==> config.mk <==
export PLATFORM = sky130hd
export DESIGN_NAME = survivor_ctrl_flat
export DESIGN_NICKNAME = d
export VERILOG_FILES = /design/src/rtl/survivor_if.sv /design/src/rtl/survivor_ctrl.sv /design/src/flat_wrapper.sv
export SDC_FILE = /design/constraint.sdc
export NUM_CORES = 1
export LEC_CHECK = 0
export ABC_AREA = 1
export ABC_CLOCK_PERIOD_IN_PS = 3900
export CAP_MARGIN = 20
export CORE_ASPECT_RATIO = 2
export CORE_MARGIN = 2
export CORE_UTILIZATION = 50
export CTS_CLUSTER_SIZE = 8
export DETAILED_ROUTE_END_ITERATION = 10
export GPL_ROUTABILITY_DRIVEN = 0
export PLACE_DENSITY = 0.75
export SKIP_CTS_REPAIR_TIMING = 1
export SYNTH_ARGS = -nofsm -noshare
export SYNTH_HDL_FRONTEND = slang
export SYNTH_SLANG_ARGS = --single-unit
export TNS_END_PERCENT = 20
==> constraint.sdc <==
create_clock -name clk -period 3.9 [get_ports clk]
set_input_delay 0.39 -clock clk [delete_from_list [all_inputs] [get_ports clk]]
set_output_delay 0.39 -clock clk [all_outputs]
set_load 0.02 [all_outputs]
==> src/rtl/survivor_if.sv <==
// survivor_if: operand/result bundle between a requester and survivor_ctrl.
//   start          request to begin a run (requester -> controller)
//   a1..a4         operands captured when start is accepted
//   busy           controller is running (CHECK/STEP/DONE)
//   done           one-cycle completion pulse
//   valid          run ended with exactly one survivor
//   idx            survivor index (a1=0 .. a4=3)
//   winner_val     remaining value of the survivor
//   steps          number of STEP cycles in the run
interface survivor_if #(parameter int W = 5);
    logic         start;
    logic [W-1:0] a1;
    logic [W-1:0] a2;
    logic [W-1:0] a3;
    logic [W-1:0] a4;
    logic         busy;
    logic         done;
    logic         valid;
    logic [1:0]   idx;
    logic [W-1:0] winner_val;
    logic [W-1:0] steps;

    modport master (
        output start, a1, a2, a3, a4,
        input  busy, done, valid, idx, winner_val, steps
    );

    modport slave (
        input  start, a1, a2, a3, a4,
        output busy, done, valid, idx, winner_val, steps
    );
endinterface

==> src/rtl/survivor_ctrl.sv <==
// survivor_ctrl: loads four operands and decrements every nonzero one per
// STEP until at most one remains nonzero, then reports the survivor.
//   clk    rising-edge clock
//   rst_n  synchronous active-low reset
//   bus    survivor_if slave: start/a1..a4 in, busy/done/results out
//
// state | meaning
// IDLE  | waiting for start; results hold their last latched values
// CHECK | count nonzero operands, pick STEP or DONE
// STEP  | decrement nonzero operands, bump step counter
// DONE  | latch steps; done pulses on the edge that returns to IDLE
module survivor_ctrl #(
    parameter int W = 5
) (
    input  logic     clk,
    input  logic     rst_n,
    survivor_if.slave bus
);
    typedef enum logic [1:0] {IDLE, CHECK, STEP, DONE} state_t;

    state_t       state;
    state_t       state_nxt;
    logic [W-1:0] r [4];
    logic [W-1:0] cnt;
    logic [2:0]   n;
    logic [1:0]   sel;
    logic         busy;
    logic         done_q;
    logic         valid_q;
    logic [1:0]   idx_q;
    logic [W-1:0] win_q;
    logic [W-1:0] steps_q;

    // Nonzero count; sel ends on the last nonzero register, which is the
    // only one whenever n == 1.
    always_comb begin
        n   = '0;
        sel = '0;
        for (int i = 0; i < 4; i++) begin
            if (r[i] != '0) begin
                n   = n + 3'd1;
                sel = 2'(i);
            end
        end
    end

    always_ff @(posedge clk) begin
        if (!rst_n) state <= IDLE;
        else        state <= state_nxt;
    end

    always_comb begin
        state_nxt = state;
        case (state)
            IDLE:  if (bus.start) state_nxt = CHECK;
            CHECK: state_nxt = (n >= 3'd2) ? STEP : DONE;
            STEP:  state_nxt = CHECK;
            DONE:  state_nxt = IDLE;
            default: state_nxt = IDLE;
        endcase
    end

    always_comb begin
        busy = (state != IDLE);
    end

    always_ff @(posedge clk) begin
        if (!rst_n) begin
            for (int i = 0; i < 4; i++) r[i] <= '0;
            cnt     <= '0;
            done_q  <= 1'b0;
            valid_q <= 1'b0;
            idx_q   <= '0;
            win_q   <= '0;
            steps_q <= '0;
        end else begin
            // done is registered off DONE so it appears on the edge that
            // leaves DONE, giving 2+2k edges from start acceptance.
            done_q <= (state == DONE);
            case (state)
                IDLE: begin
                    if (bus.start) begin
                        r[0] <= bus.a1;
                        r[1] <= bus.a2;
                        r[2] <= bus.a3;
                        r[3] <= bus.a4;
                        cnt  <= '0;
                    end
                end
                CHECK: begin
                    if (n == 3'd1) begin
                        valid_q <= 1'b1;
                        idx_q   <= sel;
                        win_q   <= r[sel];
                    end else if (n == 3'd0) begin
                        valid_q <= 1'b0;
                        idx_q   <= '0;
                        win_q   <= '0;
                    end
                end
                STEP: begin
                    for (int i = 0; i < 4; i++) begin
                        if (r[i] != '0) r[i] <= r[i] - 1'b1;
                    end
                    if (cnt != '1) cnt <= cnt + 1'b1;
                end
                DONE: steps_q <= cnt;
                default: ;
            endcase
        end
    end

    assign bus.busy       = busy;
    assign bus.done       = done_q;
    assign bus.valid      = valid_q;
    assign bus.idx        = idx_q;
    assign bus.winner_val = win_q;
    assign bus.steps      = steps_q;
endmodule

==> src/flat_wrapper.sv <==
// flat-port wrapper written by rule: the top's interface ports become plain ports
module survivor_ctrl_flat 
#(
    parameter int W = 5
)
  (clk, rst_n, bus_start, bus_a1, bus_a2, bus_a3, bus_a4, bus_busy, bus_done, bus_valid, bus_idx, bus_winner_val, bus_steps);
  survivor_if #(.W(W)) bus_i ();
  input  logic clk;
  input  logic rst_n;
  input wire logic [$bits(bus_i.start)-1:0] bus_start;
  input wire logic [$bits(bus_i.a1)-1:0] bus_a1;
  input wire logic [$bits(bus_i.a2)-1:0] bus_a2;
  input wire logic [$bits(bus_i.a3)-1:0] bus_a3;
  input wire logic [$bits(bus_i.a4)-1:0] bus_a4;
  output wire logic [$bits(bus_i.busy)-1:0] bus_busy;
  output wire logic [$bits(bus_i.done)-1:0] bus_done;
  output wire logic [$bits(bus_i.valid)-1:0] bus_valid;
  output wire logic [$bits(bus_i.idx)-1:0] bus_idx;
  output wire logic [$bits(bus_i.winner_val)-1:0] bus_winner_val;
  output wire logic [$bits(bus_i.steps)-1:0] bus_steps;
  assign bus_i.start = bus_start;
  assign bus_i.a1 = bus_a1;
  assign bus_i.a2 = bus_a2;
  assign bus_i.a3 = bus_a3;
  assign bus_i.a4 = bus_a4;
  assign bus_busy = bus_i.busy;
  assign bus_done = bus_i.done;
  assign bus_valid = bus_i.valid;
  assign bus_idx = bus_i.idx;
  assign bus_winner_val = bus_i.winner_val;
  assign bus_steps = bus_i.steps;
  survivor_ctrl #(.W(W)) u_core (.clk(clk), .rst_n(rst_n), .bus(bus_i));
endmodule
==> flow_summary_export.csv <==
group,metric,value,unit
sta,fmax,388,MHz
logic_synthesis,synth_mux_area_share,0,%
pwr,p_int,789,µW
logic_synthesis,synthAdderAreaFrac,6.09,%
final_layout,num-nets-final,395,
logic_synthesis,synth-seq-area-share,41.4,%
sta,finalClockSkew,0.00998,ns
logic_synthesis,synth_cell_type_count,35,
logic_synthesis,yosysWarnings,0,
setup_path,rr_worst_depth,14,
logic_synthesis,syn_area_per_cell,7.71,µm²
pwr,p_leak,1.31,nW
clocking,clk_latency,0.29,ns
setup_path,crit_fanout,10,
routing,via_count,2228,
global_route,grt_pass1_wl,9730,µm
place,portBuffers,37,
routing,wl_per_cell,14.1,µm
logic_synthesis,synthSimpleGateAreaFrac,27.4,%
floorplanning,ioPinCount,38,
floorplanning,die_x,53.7,µm
routing,drt_first_iter_violations,46,
setup_path,end_kind,"flop",
clocking,cts_tree,"done",
sta,maxSlewViolCount,0,
setup_path,path_class,"reg -> reg",
routing,drt_pre_antenna_iters,4,
logic_synthesis,synth_compound_area_share,14.0,%
sta,hold_viol_final,0,
pwr,p_seq_share,44.8,%
place,place_hpwl,4760,µm
clocking,cts_root_buf,"clkbuf_8",
floorplanning,die_h,103,µm
logic_synthesis,synth_area,2470,µm²
sta,fin_ws,1.32,ns
sta,fin_crit_sh,66.1,%
logic_synthesis,synth_xor_area_share,1.42,%
floorplanning,dieArea,5540,µm²
sta,setup_violations,0,
logic_synthesis,synth_fp_nets,355,
run_status,status,"finished, final reports clean",
min_path,min_to,"u_core.bus.winner_val[4]",
clocking,clk_pin_slew_worst_paths,0.08,ns
clocking,cts_buffers,5,
pwr,p_sw_share,34.9,%
logic_synthesis,synth_ff_type,"dfxtp_1",
routing,wirelength,5870,µm
setup_path,cp.required,4.11,ns
clocking,clockBufferDepth,2,
pwr,p_switching,423,µW
pwr,finalPower,1.21,mW
logic_synthesis,async_flop_share,0,%
logic_synthesis,synth-edff-count,20,
routing,antenna_left,0,
pwr,clock_power_share,23.2,%
sta,tightest_slew,0.515,ns
floorplanning,row_count,36,
clocking,clock-sinks,41,
final_layout,drive_gt1_share,8.31,%
logic_synthesis,synth_cells,320,
global_route,grt_max_degree,15,
routing,viasPerCell,5.33,
logic_synthesis,synth-seq-cells,41,
floorplanning,core-area,4820,µm²
global_route,grt_usage,24.0,%
pwr,p_per_area,407,nW/µm²
job,cap_violations,0,
min_path,holdCritStartpoint,"u_core.bus.winner_val[4]",
global_route,antenna_found_initial,0,
min_path,hold_path.class,"reg -> reg",
logic_synthesis,synth_top_family_by_area,"simple AND/OR/NAND/NOR gates",
setup_path,regToRegSetupSlack,1.32,ns
pwr,ir_worst_vdd,0.420,mV
global_route,grt_pass1_vias,2223,
sta,rsz0062_at_grt,"false",
final_layout,final_cell_mix,"73 x nand2_1, 50 x inv_1, 37 x clkdlybuf4s50_1, 26 x a21oi_1, 23 x o21ai_0",
setup_path,arrival,2.79,ns
floorplanning,start_util,51.2,%
final_layout,n_antenna_cell,0,
setup_path,r2r_start,"u_core.r[1][0]",
min_path,min_delay_path_depth,2,
sta,tns,0,ns
setup_path,reg2reg_to,"u_core.bus.winner_val[2]",
pwr,comb_power_share,31.9,%
final_layout,layout_commonest_cell,"nand2_1",
global_route,grt_overflow,0,
setup_path,cp-start-kind,"flop",
routing,remaining_drc_errors,0,
place,place_ws,1.36,ns
final_layout,area_growth,20.6,%
sta,period_needed,2.58,ns
clocking,htreeDepth,2,
sta,relSlewSlack,65.6,%
==> flip-flops by register name, indices dropped and copies added (netlist names) <==
register and count:
u_core.bus.winner_val 5, u_core.bus.valid 1, u_core.bus.steps 5, u_core.r 20, u_core.bus.done 1, u_core.cnt 5
u_core.state 2, u_core.bus.idx 2
==> layout make-up <==
type	instances	area, µm²
Fill cell	415	1840
Multi-Input combinational cell	219	1210
Sequential cell	41	1020
Timing Repair Buffer	37	370
Inverter	56	215
Clock buffer	6	82.6
Tap cell	57	71.3
Clock inverter	2	8.76
==> cell usage after synthesis, types with 4 or more instances <==
cell      instances  area [µm²]
nand2_1          73         274
inv_1            50         188
a21oi_1          26         130
o21ai_0          23         115
nand3_1          22         110
nor2_1           22        82.6
dfxtp_1          21         420
edfxtp_1         20         601
ha_1             12         150
inv_2             5        18.8
nor2_4            4        45.0
==> through the flow <==
step / area [µm²] / util [%] / cells / hold slack, ns
2_1_floorplan: 2470 / - / 320 / 0.461
3_3_place_gp: 2880 / 59.8 / 410 / 0.454
3_5_place_dp: 2880 / 59.8 / 410 / 0.459
4_1_cts: 2980 / 61.7 / 418 / 0.471
5_1_grt: 2980 / 61.7 / 418 / 0.479
6_report: 2980 / 61.7 / 418 / 0.465
==> routing by layer <==
| layer | GRT usage [%] | wire, µm |
|---|---|---|
| met1 | 22.8 | 2070 |
| met2 | 44.0 | 3270 |
| met3 | 3.45 | 143 |
| met4 | 17.4 | 393 |
| met5 | 0 | 0 |
==> worst max path at each step <==
stage               slack [ns]                  endpoint  depth (start not counted)      startpoint
floorplan                 1.66         u_core.bus.idx[0]                         13  u_core.r[1][0]
global placement          1.41         u_core.bus.idx[0]                         14  u_core.r[0][0]
detailed placement        1.36  u_core.bus.winner_val[2]                         14  u_core.r[1][0]
CTS                       1.33  u_core.bus.winner_val[2]                         14  u_core.r[1][0]
global route              1.12  u_core.bus.winner_val[4]                         14  u_core.r[0][0]
finish                    1.32  u_core.bus.winner_val[2]                         14  u_core.r[1][0]
==> power by group through the flow <==
stage	Sequential [mW]	Combinational (mW)	Clock, mW
after floorplan	0.549	0.277	0
after global placement	0.551	0.379	0
after detailed placement	0.552	0.384	0
after CTS	0.542	0.387	0.286
after global routing	0.550	0.435	0.301
final	0.543	0.387	0.282
==> critical path, stage by stage (launching register included) <==
cell and delay (ns):
edfxtp_1 0.43, inv_1 0.14, ha_1 0.19, nand3_2 0.14, ha_1 0.34, inv_1 0.06, nand2_1 0.07, nand2_1 0.08
inv_1 0.05, ha_1 0.28, a21oi_2 0.18, nand3_4 0.17, nor2_8 0.16, nand2_1 0.07, a21oi_1 0.12
==> kinds of logic after synthesis <==
group,Yosys count
AO/OA/AOI/OAI,63
XOR/XNOR,4
adder cells (fa/ha/maj),12
buffers and inverters,60
flip-flops,41
AND/OR/NAND/NOR,140
No activity file was read; power rests on OpenSTA's default activity.
